## src/rtl/mips_pkg.sv

```systemverilog
// Shared MIPS decode definitions: opcodes, R-type functs, ALU encodings and
// the control bundle that travels down the pipeline.
package mips_pkg;

    localparam logic [5:0] OP_RTYPE = 6'h00;
    localparam logic [5:0] OP_LW    = 6'h23;
    localparam logic [5:0] OP_SW    = 6'h2B;
    localparam logic [5:0] OP_BEQ   = 6'h04;
    localparam logic [5:0] OP_ADDI  = 6'h08;

    localparam logic [5:0] FN_ADD = 6'h20;
    localparam logic [5:0] FN_SUB = 6'h22;
    localparam logic [5:0] FN_AND = 6'h24;
    localparam logic [5:0] FN_OR  = 6'h25;
    localparam logic [5:0] FN_NOR = 6'h27;
    localparam logic [5:0] FN_SLT = 6'h2A;

    localparam logic [3:0] ALU_AND = 4'b0000;
    localparam logic [3:0] ALU_OR  = 4'b0001;
    localparam logic [3:0] ALU_ADD = 4'b0010;
    localparam logic [3:0] ALU_SUB = 4'b0110;
    localparam logic [3:0] ALU_SLT = 4'b0111;
    localparam logic [3:0] ALU_NOR = 4'b1100;

    typedef struct packed {
        logic       Branch;
        logic       RegDst;
        logic       regWrite;
        logic       alu_scr;
        logic [3:0] alu_op;
        logic       MemToReg;
        logic       MemWrite;
        logic       MemRead;
    } ctrl_t;

endpackage

```

## src/rtl/main_control.sv

```systemverilog
// Combinational main decoder: opcode/funct to control bundle, plus an illegal
// flag and whether the instruction uses rt as a source operand.
module main_control
    import mips_pkg::*;
(
    input  logic [5:0] i_opcode,
    input  logic [5:0] i_funct,
    output ctrl_t      o_ctrl,
    output logic       o_illegal,
    output logic       o_reads_rt
);

    always_comb begin
        o_ctrl     = '0;
        o_illegal  = 1'b0;
        o_reads_rt = 1'b0;
        case (i_opcode)
            OP_RTYPE: begin
                o_ctrl.RegDst   = 1'b1;
                o_ctrl.regWrite = 1'b1;
                o_reads_rt      = 1'b1;
                case (i_funct)
                    FN_ADD:  o_ctrl.alu_op = ALU_ADD;
                    FN_SUB:  o_ctrl.alu_op = ALU_SUB;
                    FN_AND:  o_ctrl.alu_op = ALU_AND;
                    FN_OR:   o_ctrl.alu_op = ALU_OR;
                    FN_NOR:  o_ctrl.alu_op = ALU_NOR;
                    FN_SLT:  o_ctrl.alu_op = ALU_SLT;
                    default: o_illegal     = 1'b1;
                endcase
            end
            OP_LW: begin
                o_ctrl.alu_scr  = 1'b1;
                o_ctrl.MemToReg = 1'b1;
                o_ctrl.MemRead  = 1'b1;
                o_ctrl.regWrite = 1'b1;
                o_ctrl.alu_op   = ALU_ADD;
            end
            OP_SW: begin
                o_ctrl.alu_scr  = 1'b1;
                o_ctrl.MemWrite = 1'b1;
                o_ctrl.alu_op   = ALU_ADD;
                o_reads_rt      = 1'b1;
            end
            OP_BEQ: begin
                o_ctrl.Branch = 1'b1;
                o_ctrl.alu_op = ALU_SUB;
                o_reads_rt    = 1'b1;
            end
            OP_ADDI: begin
                o_ctrl.alu_scr  = 1'b1;
                o_ctrl.regWrite = 1'b1;
                o_ctrl.alu_op   = ALU_ADD;
            end
            default: o_illegal = 1'b1;
        endcase
    end

endmodule

```

## src/rtl/id_ex_stage.sv

```systemverilog
// Decode stage with ID/EX pipeline register, load-use hazard detection
// (stall + bubble) and a saturating stall-cycle counter.
module id_ex_stage
    import mips_pkg::*;
#(
    parameter int STALL_CNT_W = 16
) (
    input  logic                   clk,
    input  logic                   rst,
    input  logic                   if_valid,
    input  logic [31:0]            if_instr,
    input  logic [31:0]            if_pc4,
    input  logic                   flush,
    output logic                   stall_o,
    output logic                   ex_valid,
    output logic                   ex_Branch,
    output logic                   ex_RegDst,
    output logic                   ex_regWrite,
    output logic                   ex_alu_scr,
    output logic                   ex_MemToReg,
    output logic                   ex_MemWrite,
    output logic                   ex_MemRead,
    output logic [3:0]             ex_alu_op,
    output logic [4:0]             ex_rs,
    output logic [4:0]             ex_rt,
    output logic [4:0]             ex_rd,
    output logic [31:0]            ex_imm,
    output logic [31:0]            ex_pc4,
    output logic                   illegal_o,
    output logic [STALL_CNT_W-1:0] stall_cnt
);

    ctrl_t                  w_ctrl;
    logic                   w_illegal;
    logic                   w_reads_rt;
    logic                   w_hz;
    logic                   w_stall;
    logic [4:0]             w_rs;
    logic [4:0]             w_rt;

    logic                   r_valid;
    ctrl_t                  r_ctrl;
    logic [4:0]             r_rs;
    logic [4:0]             r_rt;
    logic [4:0]             r_rd;
    logic [31:0]            r_imm;
    logic [31:0]            r_pc4;
    logic                   r_illegal;
    logic [STALL_CNT_W-1:0] r_cnt;

    main_control u_main_control (
        .i_opcode   (if_instr[31:26]),
        .i_funct    (if_instr[5:0]),
        .o_ctrl     (w_ctrl),
        .o_illegal  (w_illegal),
        .o_reads_rt (w_reads_rt)
    );

    assign w_rs = if_instr[25:21];
    assign w_rt = if_instr[20:16];

    // rs is compared for every opcode; rt only where it is a true source.
    assign w_hz = r_valid && r_ctrl.MemRead && (r_rt != 5'd0) && if_valid &&
                  ((r_rt == w_rs) || (w_reads_rt && (r_rt == w_rt)));
    assign w_stall = w_hz && !flush;
    assign stall_o = w_stall;

    always_ff @(posedge clk) begin
        // Default every cycle is a bubble; only a clean, legal instruction loads.
        r_valid   <= 1'b0;
        r_ctrl    <= '0;
        r_rs      <= '0;
        r_rt      <= '0;
        r_rd      <= '0;
        r_imm     <= '0;
        r_pc4     <= '0;
        r_illegal <= 1'b0;
        if (!rst) begin
            r_cnt <= '0;
        end else begin
            if (w_stall && (r_cnt != '1))
                r_cnt <= r_cnt + 1'b1;
            if (!flush && !w_hz && if_valid) begin
                if (w_illegal) begin
                    r_illegal <= 1'b1;
                end else begin
                    r_valid <= 1'b1;
                    r_ctrl  <= w_ctrl;
                    r_rs    <= w_rs;
                    r_rt    <= w_rt;
                    r_rd    <= if_instr[15:11];
                    r_imm   <= {{16{if_instr[15]}}, if_instr[15:0]};
                    r_pc4   <= if_pc4;
                end
            end
        end
    end

    assign ex_valid    = r_valid;
    assign ex_Branch   = r_ctrl.Branch;
    assign ex_RegDst   = r_ctrl.RegDst;
    assign ex_regWrite = r_ctrl.regWrite;
    assign ex_alu_scr  = r_ctrl.alu_scr;
    assign ex_MemToReg = r_ctrl.MemToReg;
    assign ex_MemWrite = r_ctrl.MemWrite;
    assign ex_MemRead  = r_ctrl.MemRead;
    assign ex_alu_op   = r_ctrl.alu_op;
    assign ex_rs       = r_rs;
    assign ex_rt       = r_rt;
    assign ex_rd       = r_rd;
    assign ex_imm      = r_imm;
    assign ex_pc4      = r_pc4;
    assign illegal_o   = r_illegal;
    assign stall_cnt   = r_cnt;

endmodule

```

## config.mk

```make
export PLATFORM = sky130hd
export DESIGN_NAME = id_ex_stage
export DESIGN_NICKNAME = d
export VERILOG_FILES = /design/src/rtl/mips_pkg.sv /design/src/rtl/main_control.sv /design/src/rtl/id_ex_stage.sv
export SDC_FILE = /design/constraint.sdc
export NUM_CORES = 1
export LEC_CHECK = 0
export ABC_AREA = 1
export CAP_MARGIN = 20
export CORE_ASPECT_RATIO = 0.75
export CORE_MARGIN = 10
export CORE_UTILIZATION = 41
export DETAILED_ROUTE_END_ITERATION = 6
export GPL_TIMING_DRIVEN = 1
export PLACE_DENSITY = 0.81
export RECOVER_POWER = 25
export SLEW_MARGIN = 5
export SYNTH_ARGS = -nofsm -noshare
export SYNTH_HDL_FRONTEND = slang
export SYNTH_SLANG_ARGS = --single-unit
```

## constraint.sdc

```tcl
create_clock -name clk -period 1.7 [get_ports clk]
set_input_delay 0.17 -clock clk [delete_from_list [all_inputs] [get_ports clk]]
set_output_delay 0.17 -clock clk [all_outputs]
set_load 0.01 [all_outputs]
```

**After elaboration in Yosys (flattened, before gate mapping)**

Index checks and enable logic that the tools add are counted.

- Flip-flop bits (word level): 91
- Bits in latches: 0
- Memory bits (writable): 0
- ROM bits: 0
- Input port bits: 68
- Output and inout bits: 109
- Logic and storage cells: 65
- Memories: 0

- Add/subtract/negate cells: 1
- $mul: 0
- Div/mod/pow operators: 0
- $lt $le $gt $ge: 0
- Eq/ne operators: 13
- Shift-type cells: 0
- Mux-type cells: 13
- Bitwise operators: 2
- Reduce and logical (&&, ||, !) cells: 21

Operators with widths:

| cell | number |
|---|---|
| equality test 6 bit (second input constant) | 8 |
| one-hot mux 4 bit (5 select lines) | 1 |
| adder 16 x 1 -> 16 bit (second input constant) | 1 |
| != test 16 bit (second input constant) | 1 |
| one-hot mux 4 bit (3 select lines) | 1 |
| OR reduction 3 bit | 4 |
| equality test 5 bit | 2 |
| 2-to-1 mux 1 bit | 10 |
| logical AND 1 bit | 9 |
| equality test 6 x 3 -> 1 bit (second input constant) | 1 |
| equality test 6 x 4 -> 1 bit (second input constant) | 1 |
| logical NOT 6 bit | 1 |
| OR reduction 6 bit | 1 |
| nonzero test 5 bit | 1 |
| OR reduction 4 bit | 1 |
| logical NOT 1 bit | 2 |
| NOT 1 bit | 2 |
| one-hot mux 1 bit (2 select lines) | 1 |
| AND reduction 2 bit | 1 |
| logical OR 1 bit | 1 |

**Depth between registers and ports, before layout**

- Word-level depth: 11
- Gate-level depth with buffers: 11
- Depth with buffers taken out: 11

**By module**

Synthesis repeated with hierarchy kept, for this count alone.

- Cells, all modules: 504
- Area, all modules: 3594.7 um^2

By module, submodules not included:

| module | instances | cells an instance | area each (um^2) | sequential area each (um^2) |
|---|---|---|---|---|
| id_ex_stage | 1 | 447 | 3310.7 | 1741.7 |
| main_control | 1 | 57 | 284.0 | 0.0 |

**Least setup slack after synthesis**

OpenSTA, ideal clock, no wires.

- Kind: reg-to-reg
- Start: register r_cnt[1] (netlist: stall_cnt[1])
- End: register r_cnt[13] (netlist: stall_cnt[13])
- Library setup time: 0.113 ns
- Data arrival time: 1.449 ns
- Required time: 1.587 ns
- Path slack: 0.138 ns
- Stages on the path, launching flop included: 11
- Buffers on the path: 0
- Period minus slack after synthesis: 1.562 ns
- Cells stage by stage: dfxtp_1 > ha_1 > nand2_1 > nor2_1 > nand4_2 > nand3b_1 > nor2_1 > inv_1 > nor2_1 > nor2_1 > nor2_1

- Word-level cells in the longest chain between the ends: 2
- Elaborated cells between the ends (all ways): 3
- Classes of those cells: 1 x add/sub; 1 x eq/ne; 1 x reduce/logical

Ends and longest elaborated chain:

| item | RTL line | text |
|---|---|---|
| start: declaration | id_ex_stage.sv:49 | `logic [STALL_CNT_W-1:0] r_cnt;` |
| start signal: assignment | id_ex_stage.sv:82 | `r_cnt <= r_cnt + 1'b1;` |
| parallel branches: the longest is 2 deep, another holds adder 16 x 1 -> 16 bit | - |  |

Several ways; the timed one is not identified.
A chain may end at the register's enable or synchronous reset.

**Final worst setup path**

- Start: register r_rt[4] (netlist: ex_rt[4])
- End: output stall_o

- Word-level cells in the longest chain between the ends: 5
- Elaborated cells between the ends (all ways): 9
- Classes of those cells: 2 x eq/ne; 7 x reduce/logical

Ends and longest elaborated chain:

| item | RTL line | text |
|---|---|---|
| start: declaration | id_ex_stage.sv:44 | `logic [4:0] r_rt;` |
| start signal: assignment | id_ex_stage.sv:90 | `r_rt <= w_rt;` |
| equality test 5 bit or nonzero test 5 bit (tied branches) | id_ex_stage.sv:64, id_ex_stage.sv:63 |  |
| logical AND 1 bit (on tied branches) | id_ex_stage.sv:64, id_ex_stage.sv:63 |  |
| logical OR 1 bit or logical AND 1 bit (tied branches) | id_ex_stage.sv:64, id_ex_stage.sv:63 |  |
| logical AND 1 bit * | id_ex_stage.sv:63 | `assign w_hz = r_valid && r_ctrl.MemRead && (r_rt != 5'd0) && if_valid &&` |
| logical AND 1 bit * | id_ex_stage.sv:65 | `assign w_stall = w_hz && !flush;` |
| end: declaration | id_ex_stage.sv:14 | `output logic stall_o,` |

Every way passes the cells marked *; elsewhere a longest branch is shown, timed or not.

==> results.cfg <==
[run_status]
outcome = complete, but fails checks
violations = negative setup slack

[cells_and_area]
diodes = 0
final_util_pct = 75.0
fillCellCount = 575
final_layout_size_suffix_gt1_share_pct = 22.8
syn2layout_area_growth_pct = 76.8
multiInputGateArea_um2 = 1350
ff_latch_area_um2 = 1740
nNetsFinal = 779
fin_area_um2 = 6390

[power_and_ir_drop]
p_per_area_nw_per_um2 = 709
leakage_uw = 0.00312
peakVddDrop_v = 0.000710
finalPower_uw = 4530

[worst_setup_path]
endpoint_kind = output port
path_cells = buf_4 -> xnor2_2 -> nand3_2 -> o21ai_2 -> buf_4 -> nand3_4 -> inv_2 -> buf_6
cp_common_cell = buf_4
timing.rr.end = ex_alu_op[2]
r2r_cells = 13
timing.rr.start = ex_rt[2]
critPathMaxStageDelay_ps = 330
cp_slowest_cell = dfxtp_2
worstPathArrival_ps = 1580
crit_type = flip-flop to output port
crit_fanout = 3
required_ps = 1530
cp-start-kind = flip-flop
rrSetupSlack_ps = 60

[drt]
remaining_drc_errors = 0
dr.pass1.iters = 4
wirelength_um = 12500
vias_per_cell = 4.53
wl_per_cell_um = 15.1
ant_nets = 0
route.vias.total = 3725
drtIter0Drc = 136

[cts]
clockBufferDepth = 2
cts_max_level = 3
insertion_delay_ps = 340
cts-root-buf = clkbuf_16
clk_pin_slew_worst_paths_ps = 60
clkSinkCount = 86
numCtsBuffers = 9
tritoncts = done

[timing]
fin_ws_ps = -45.6
rsz0062_at_grt = yes
setup_viol = 1
slew_headroom_pct = 80.9
timing.final.crit_share_pct = 103
finClkSkew_ps = 8.19
final-hold-violation-count = 0
min_period_ps = 1750
timing.fmax_ghz = 0.573
drv_slew = 0
worst_pin_slew_ps = 284

[synthesis]
postSynthAreaPerCell_um2 = 7.43
synth_edf_count = 0
synth_seq_cells = 86
synth_area_leaders = dfxtp_1 (48%), inv_1 (12%), nor2_1 (11%), nand2_1 (5.9%), buf_4 (4.8%)
syn_nets = 556
synth_warnings = 0
yosysTopAreaCell = dfxtp_1
ys.flop_type = dfxtp_1
async_flop_share_pct = 0
syn_area_um2 = 3620
synthDistinctLibCells = 29
yosysMostFrequentCell = inv_1
ys_seq_area_share_pct = 47.6
synth_cells = 487
synth_top_area_share_pct = 47.6
ys_top_cells_by_count = inv_1 (116), nor2_1 (109), dfxtp_1 (86)

[global_routing]
gr-total-overflow = 0
track_usage_pct = 17.8
grt_pass1_vias = 3734
grt_max_degree = 19
antenna_found_initial = 0
grt_pass1_wl_um = 18500

[floorplan]
die_area_um2 = 13000
core_area_um2 = 8530
num_rows = 29
initial_core_util_pct = 42.4
ios = 177
die_y_um = 101
die_w_um = 128

[place]
dpl_cell_area_um2 = 5590
port_buffers = 176
gp_congestion = 0.849
dp_hpwl_um = 9390

[hold_path]
hold_start = if_instr[20]
holdPathStages = 3
whs_endpoint = ex_rt[4]
hp-class = input pin to flip-flop

[flow_run]
max_cap_violations = 0
routing by layer:
| layer | wire [um] | global-route usage (%) |
|---|---|---|
| met4 | 118 | 4.23 |
| met5 | 0 | 0 |
| met3 | 1210 | 7.41 |
| met1 | 4840 | 19.0 |
| met2 | 6280 | 32.2 |
cells in the final DEF, fill, tap and decap left out, types with 5 or more instances in the layout:
cell | Yosys | layout
buf_12 | 0 | 5
buf_4 | 23 | 57
buf_6 | 7 | 6
clkbuf_16 | 0 | 9
clkdlybuf4s50_1 | 0 | 121
dfxtp_1 | 86 | 78
dlygate4sd2_1 | 0 | 5
dlygate4sd3_1 | 0 | 47
inv_1 | 116 | 108
inv_2 | 1 | 9
nand2_1 | 57 | 49
nand2_2 | 0 | 7
nand3_1 | 13 | 10
nand4_1 | 19 | 19
nor2_1 | 109 | 94
nor2_2 | 21 | 31
nor2_4 | 0 | 5
o21ai_1 | 0 | 6
cells by family after synthesis:
family                   count (synthesis)  synth area share (%)
AO/OA/AOI/OAI                           17                  2.77
XOR/XNOR                                 5                  1.21
adder cells (fa/ha/maj)                  1                 0.346
buffers and inverters                  150                  19.4
flip-flops                              86                  47.6
AND/OR/NAND/NOR                        228                  28.6
critical path, delay by kind of cell, from the launching register on:
kind / cells / cell delay (ps)
XOR/XNOR: 1 / 160
AO/OA/AOI/OAI: 1 / 100
flip-flops: 1 / 330
buffers and inverters: 4 / 450
AND/OR/NAND/NOR: 2 / 200
where the power goes:
group	internal, uW	switching [uW]	leakage, uW
Clock	1300	830	0.000157
Sequential	2020	3.22	0.000698
Combinational	228	148	0.00227
state kept, by name, indices dropped and copies added (netlist names):
register,count
ex_imm,11
ex_rt,5
ex_Branch,1
ex_rd,5
ex_rs,5
ex_pc4,32
ex_alu_op,4
illegal_o,1
ex_regWrite,1
ex_valid,1
ex_MemRead,1
ex_alu_scr,1
ex_RegDst,1
stall_cnt,16
ex_MemWrite,1
worst max-delay path by stage:
stage,to,slack (ps),start,cells past startpoint
3_5_place_dp,ex_pc4[6],-500,if_instr[31],12
4_1_cts,stall_o,-70,ex_rt[3],8
5_1_grt,stall_o,-160,ex_rt[0],9
2_1_floorplan,stall_cnt[13],140,stall_cnt[1],10
3_3_place_gp,stall_o,-420,if_instr[29],10
6_report,stall_o,-50,ex_rt[4],8
stage by stage:
| stage | cells | hold WS, ps | setup slack (ps) | setup TNS, ps |
|---|---|---|---|---|
| after global placement | 780 | 529 | -419 | -28310 |
| final | 823 | 117 | -45.6 | -45.6 |
| after global routing | 823 | 150 | -160 | -241 |
| after floorplan | 487 | 282 | 138 | 0 |
| after CTS | 821 | 334 | -65.9 | -65.9 |
| after detailed placement | 780 | 534 | -501 | -36220 |
repair_timing:
action | CTS | global route
cloned | 3 | 0
hold endpoints to repair | 0 | 0
pin swaps | 10 | 28
setup buffers | 23 | 3
gates resized for setup | 29 | 59
hold buffers | 0 | 0
setup endpoints to repair | 88 | 65
layout make-up:
type	count	share of cell area (%)
clock inverters	7	1.60
well taps	108	2.11
repair buffers	245	37.6
clock buffers	9	3.52
inverters	117	6.87
multi-input cells	251	21.1
flip-flops and latches	86	27.2
(Power assumes the default switching activity.)
==> variant 1: new RTL, config.mk and constraints unchanged <==
Change the parameter `STALL_CNT_W` from 16 to 32.
--- a/src/rtl/id_ex_stage.sv
+++ b/src/rtl/id_ex_stage.sv
@@ -5,3 +5,3 @@
 #(
-    parameter int STALL_CNT_W = 16
+    parameter int STALL_CNT_W = 32
 ) (
Interface: changed (resized stall_cnt); port bits go from 177 to 193. The function was not compared with the original's and may differ.
==> variant 1 against the original RTL <==
The run still ends with setup timing left. Synthesized area grew 31%. Sequential cell count grew 16. Total power grew 8.9%. Clock skew shrank 0.0023 ns. Setup slack lost 0.14 ns. Routed wire length grew 49%. Design area grew 32%. Largest cell class unchanged. Largest power group is now registers. Highest routed layer unchanged.
==> variant 1: results (changes against the original RTL) <==
| Metric | Value |
|---|---|
| Overall routing resource usage | `20.29% (+2.5 points)` |
| Share of layout cells above drive strength 1 | `25.89% (+3.1 points)` |
| Master of the slowest instance on the critical path | `sky130_fd_sc_hd__clkdlybuf4s50_1` |
| Post-route design area | `0.008469 mm^2 (+32%)` |
| NumNets Final | `1045 (+34%)` |
| Final routed wire length divided by cell count | `16.57 um (+9.6%)` |
| Placed Instance Area | `0.007254 mm^2 (+30%)` |
| First-iteration detailed-routing DRC count | `436 (+220%)` |
| Unique masters post-synth | `33 (+14%)` |
| Detailed-router iteration count before antenna repair | `6 (+2)` |
| Final-layout setup total negative slack | `-3.383 ns (-3.337 ns)` |
| Leakage component of the power | `4.021 nW (+29%)` |
| Critical Path Max Stage Delay | `0.49 ns (+0.16 ns)` |
| FF-to-FF path depth | `12 (-1)` |
| Violated checks | `setup timing` |
| Sequential fraction of the synthesis area | `43.03% (-4.6 points)` |
| Destination of the critical timing path | `stall_cnt[2]` |
| Via count of the first global-routing pass | `5135 (+38%)` |
| Vias per std cell | `4.770 (+5.4%)` |
| Destination of the worst register-to-register timing path | `stall_cnt[16]` |
| Final wirelength | `18580 um (+49%)` |
| Final number of setup-violating endpoints | `36 (+35)` |
| Syn_nets | `764 (+37%)` |
| Dpl cells | `1078 (+38%)` |
| Data arrival time of the critical path | `2.15 ns (+0.57 ns)` |
| Maximum vdd ir drop | `699.0 uV (-1.5%)` |
| Critical path origin | `if_instr[26]` |
| Minimum setup slack in the final design | `-0.1834 ns (-0.1378 ns)` |
| Result of the run | `complete, but fails checks` |
## variant 1: cell count changes after synthesis, moves of 5 or more
cell                      before  now
sky130_fd_sc_hd__nor2_2       21    5
sky130_fd_sc_hd__o21ai_1       0    5
sky130_fd_sc_hd__nand2_1      57  162
sky130_fd_sc_hd__o21ai_0      11    1
sky130_fd_sc_hd__nor2_1      109  171
sky130_fd_sc_hd__inv_1       116  122
sky130_fd_sc_hd__dfxtp_1      86  102
sky130_fd_sc_hd__xor2_1        1   21
sky130_fd_sc_hd__a21oi_1       1    6
sky130_fd_sc_hd__nor3_1        0    6
## variant 1: cells by family after synthesis
group | share of synthesized area [%]
buffers and inverters | 15.63
AND/OR/NAND/NOR | 34.64
XOR/XNOR | 4.245
AO/OA/AOI/OAI | 2.188
flip-flops | 43.03
adder cells (fa/ha/maj) | 0.2636
## variant 1: repair_timing
action                     4_1_cts  5_1_grt
pin swaps                        8       35
hold buffers                     0        0
buffers inserted                14        6
resized for setup               53      115
setup endpoints to repair      111      102
gates cloned                     7        5
## variant 1: final cells by class
| type | instances | area share, % |
|---|---|---|
| Clock buffer | 10 | 2.822 |
| Clock inverter | 6 | 0.8864 |
| Inverter | 124 | 5.555 |
| Multi-Input combinational cell | 432 | 27.95 |
| Sequential cell | 102 | 24.38 |
| Tap cell | 140 | 2.068 |
| Timing Repair Buffer | 307 | 36.34 |
## variant 1: where the power goes
| part | internal (mW) | total (mW) | switching (mW) |
|---|---|---|---|
| clock network | 1.21 | 2.15 | 0.948 |
| logic | 0.225 | 0.385 | 0.160 |
| registers | 2.39 | 2.39 | 0.00298 |
## variant 1: layer usage
layer	track usage (%)	routed length, um	part of all wire, %	vias up
met5	0	0	0	-
met4	4.435	377	2.0	0
met3	9.068	2155	12	40
met2	33.47	8858	48	278
met1	23.78	7189	39	2411
li1	-	-	-	2618
==> variant 2: new RTL, same flow settings <==
Without the edit above. Register the output `stall_cnt` once more; this adds one clock of latency there. The other outputs are not delayed to match.
--- a/src/rtl/id_ex_stage.sv
+++ b/src/rtl/id_ex_stage.sv
@@ -113,3 +113,5 @@
     assign illegal_o   = r_illegal;
-    assign stall_cnt   = r_cnt;
+    always_ff @(posedge clk) begin
+        stall_cnt <= r_cnt;
+    end
 
Function: changed (a bounded check fails within 4 cycles, from zero or initial values and one cycle with rst low).
==> variant 2 against the original RTL <==
The run still ends with setup timing left. Via count is 3.6% higher. Hold slack better by 0.10 ns. Routed wire length is 6.2% higher. Total power is 9.9% higher. Synthesized area is 6.2% higher. Clock power increased by 3%. Fmax grew 1.1%. Sequential cell count up 16. Final cell count increased by 3.9%. Combinational power up 5.6%. Design area up 8.7%. Count of clock-buffer cells in the layout is 2 higher. Setup slack gained 0.019 ns. Sequential share of layout area up 2.4 points. Critical path type is now reg -> reg. Critical endpoint is now r_cnt[13]. Largest power group is now registers. Highest routed layer unchanged.
==> variant 2: results (changes against the original RTL) <==
| Metric | Value |
|---|---|
| Master of the slowest instance on the critical path | `sky130_fd_sc_hd__dfxtp_1` |
| Syn_nets | `569 (+2.3%)` |
| Placer congestion estimate | `0.9329 (+9.9%)` |
| FILL cells | `641 (+11%)` |
| Peak fanout along the critical path | `4 (+1)` |
| First-pass GRT wire length | `18350 um (-1.1%)` |
| Violated checks | `setup timing` |
| Hold Crit Endpoint | `ex_MemWrite` |
| Sequential fraction of the synthesis area | `53.16% (+5.6 points)` |
| Critical Path Max Stage Delay | `0.42 ns (+0.09 ns)` |
| Maximum vdd ir drop | `602.7 uV (-15%)` |
| Overall routing resource usage | `16.56% (-1.3 points)` |
| Post-route non-filler standard cell count | `855 (+3.9%)` |
| Worst slack at placement | `-0.5152 ns (-0.01430 ns)` |
| Dpl cells | `812 (+4.1%)` |
| Slack of the worst reg-to-reg path | `-0.03 ns (-0.09 ns)` |
| Detailed-router iteration count before antenna repair | `5 (+1)` |
| Destination of the worst register-to-register timing path | `r_cnt[13]` |
| Average cell area after synthesis | `7.682 um^2 (+3.4%)` |
| Result of the run | `complete, but fails checks` |
| NumNets Final | `792 (+1.7%)` |
| Final number of setup-violating endpoints | `2 (+1)` |
| Leakage component of the power | `3.244 nW (+3.9%)` |
| Leading post-synthesis cells by cell area | `sky130_fd_sc_hd__dfxtp_1, sky130_fd_sc_hd__nor2_1, sky130_fd_sc_hd__inv_1` |
| Unique masters post-synth | `27 (-6.9%)` |
| Final wirelength | `13220 um (+6.2%)` |
| First-iteration detailed-routing DRC count | `219 (+61%)` |
| Detailed placement HPWL | `9354 um (-0.37%)` |
| Share of layout cells above drive strength 1 | `24.35% (+1.5 points)` |
| Category of the critical setup timing path | `reg -> reg` |
| Pin count of the biggest net entering global routing | `20 (+1)` |
| R2r startpoint | `r_cnt[0]` |
| Most instantiated cells after synthesis | `sky130_fd_sc_hd__nor2_1, sky130_fd_sc_hd__inv_1, sky130_fd_sc_hd__dfxtp_1` |
| Via count | `3860 (+3.6%)` |
| Measured slew at the worst slew-check pin | `0.3719 ns (+0.08817 ns)` |
| Worst clock skew | `0.004694 ns (-0.003498 ns)` |
| Internal | `3.982 mW (+12%)` |
| Most frequent cell after synthesis | `sky130_fd_sc_hd__nor2_1` |
| Minimum setup slack in the final design | `-0.02677 ns (+0.01885 ns)` |
| Via count of the first global-routing pass | `3610 (-3.3%)` |
## variant 2: cell type report
cell class | count | area (um^2) | area share, %
clock inverters | 4 | 70.07 | 1.008
clock buffers | 11 | 252.7 | 3.636
inverters | 111 | 416.7 | 5.994
multi-input cells | 254 | 1456 | 20.95
flip-flops and latches | 102 | 2058 | 29.61
well taps | 128 | 160.2 | 2.304
repair buffers | 245 | 2537 | 36.50
## variant 2: cell families after synthesis
group	after synthesis	synth area share (%)
flops	102	53.16
buf+inv	144	16.91
simple gates	227	24.76
fa+ha+maj	1	0.3257
compound gates	19	3.257
xor+xnor	7	1.596
## variant 2: power groups by stage
stage / Sequential (mW) / Combinational (mW) / Clock, mW
2_1_floorplan: 2.46 / 0.0958 / 0
3_3_place_gp: 2.45 / 0.330 / 0
3_5_place_dp: 2.45 / 0.340 / 0
4_1_cts: 2.40 / 0.352 / 2.23
5_1_grt: 2.39 / 0.427 / 2.32
6_report: 2.39 / 0.397 / 2.19
## variant 2: through the flow
stage	instance area (um^2)	TNS (ns)	power, mW	utilization [%]	hold WS [ns]
6_report	6952	-0.03260	4.978	76.53	0.2172
5_1_grt	6952	-4.418	5.145	76.53	0.2306
4_1_cts	6325	-0.07534	4.985	69.63	0.3018
3_5_place_dp	5851	-34.08	2.795	64.41	0.3687
3_3_place_gp	5851	-27.56	2.784	64.41	0.3632
2_1_floorplan	3841	0	2.554	-	0.2822
## variant 2: routing by layer
metal	global-route usage (%)	wire (um)	vias up	part of all wire (%)
met4	6.181	243	0	1.8
met2	26.61	6281	202	48
met5	0	0	-	0
met1	18.01	5188	1730	39
li1	-	-	1906	-
met3	9.073	1508	22	11
## variant 2: timing repair
item,in CTS,in global routing
pin swaps,4,19
resized for setup,23,109
cloned,2,8
setup endpoints to repair,94,85
setup buffers,6,13
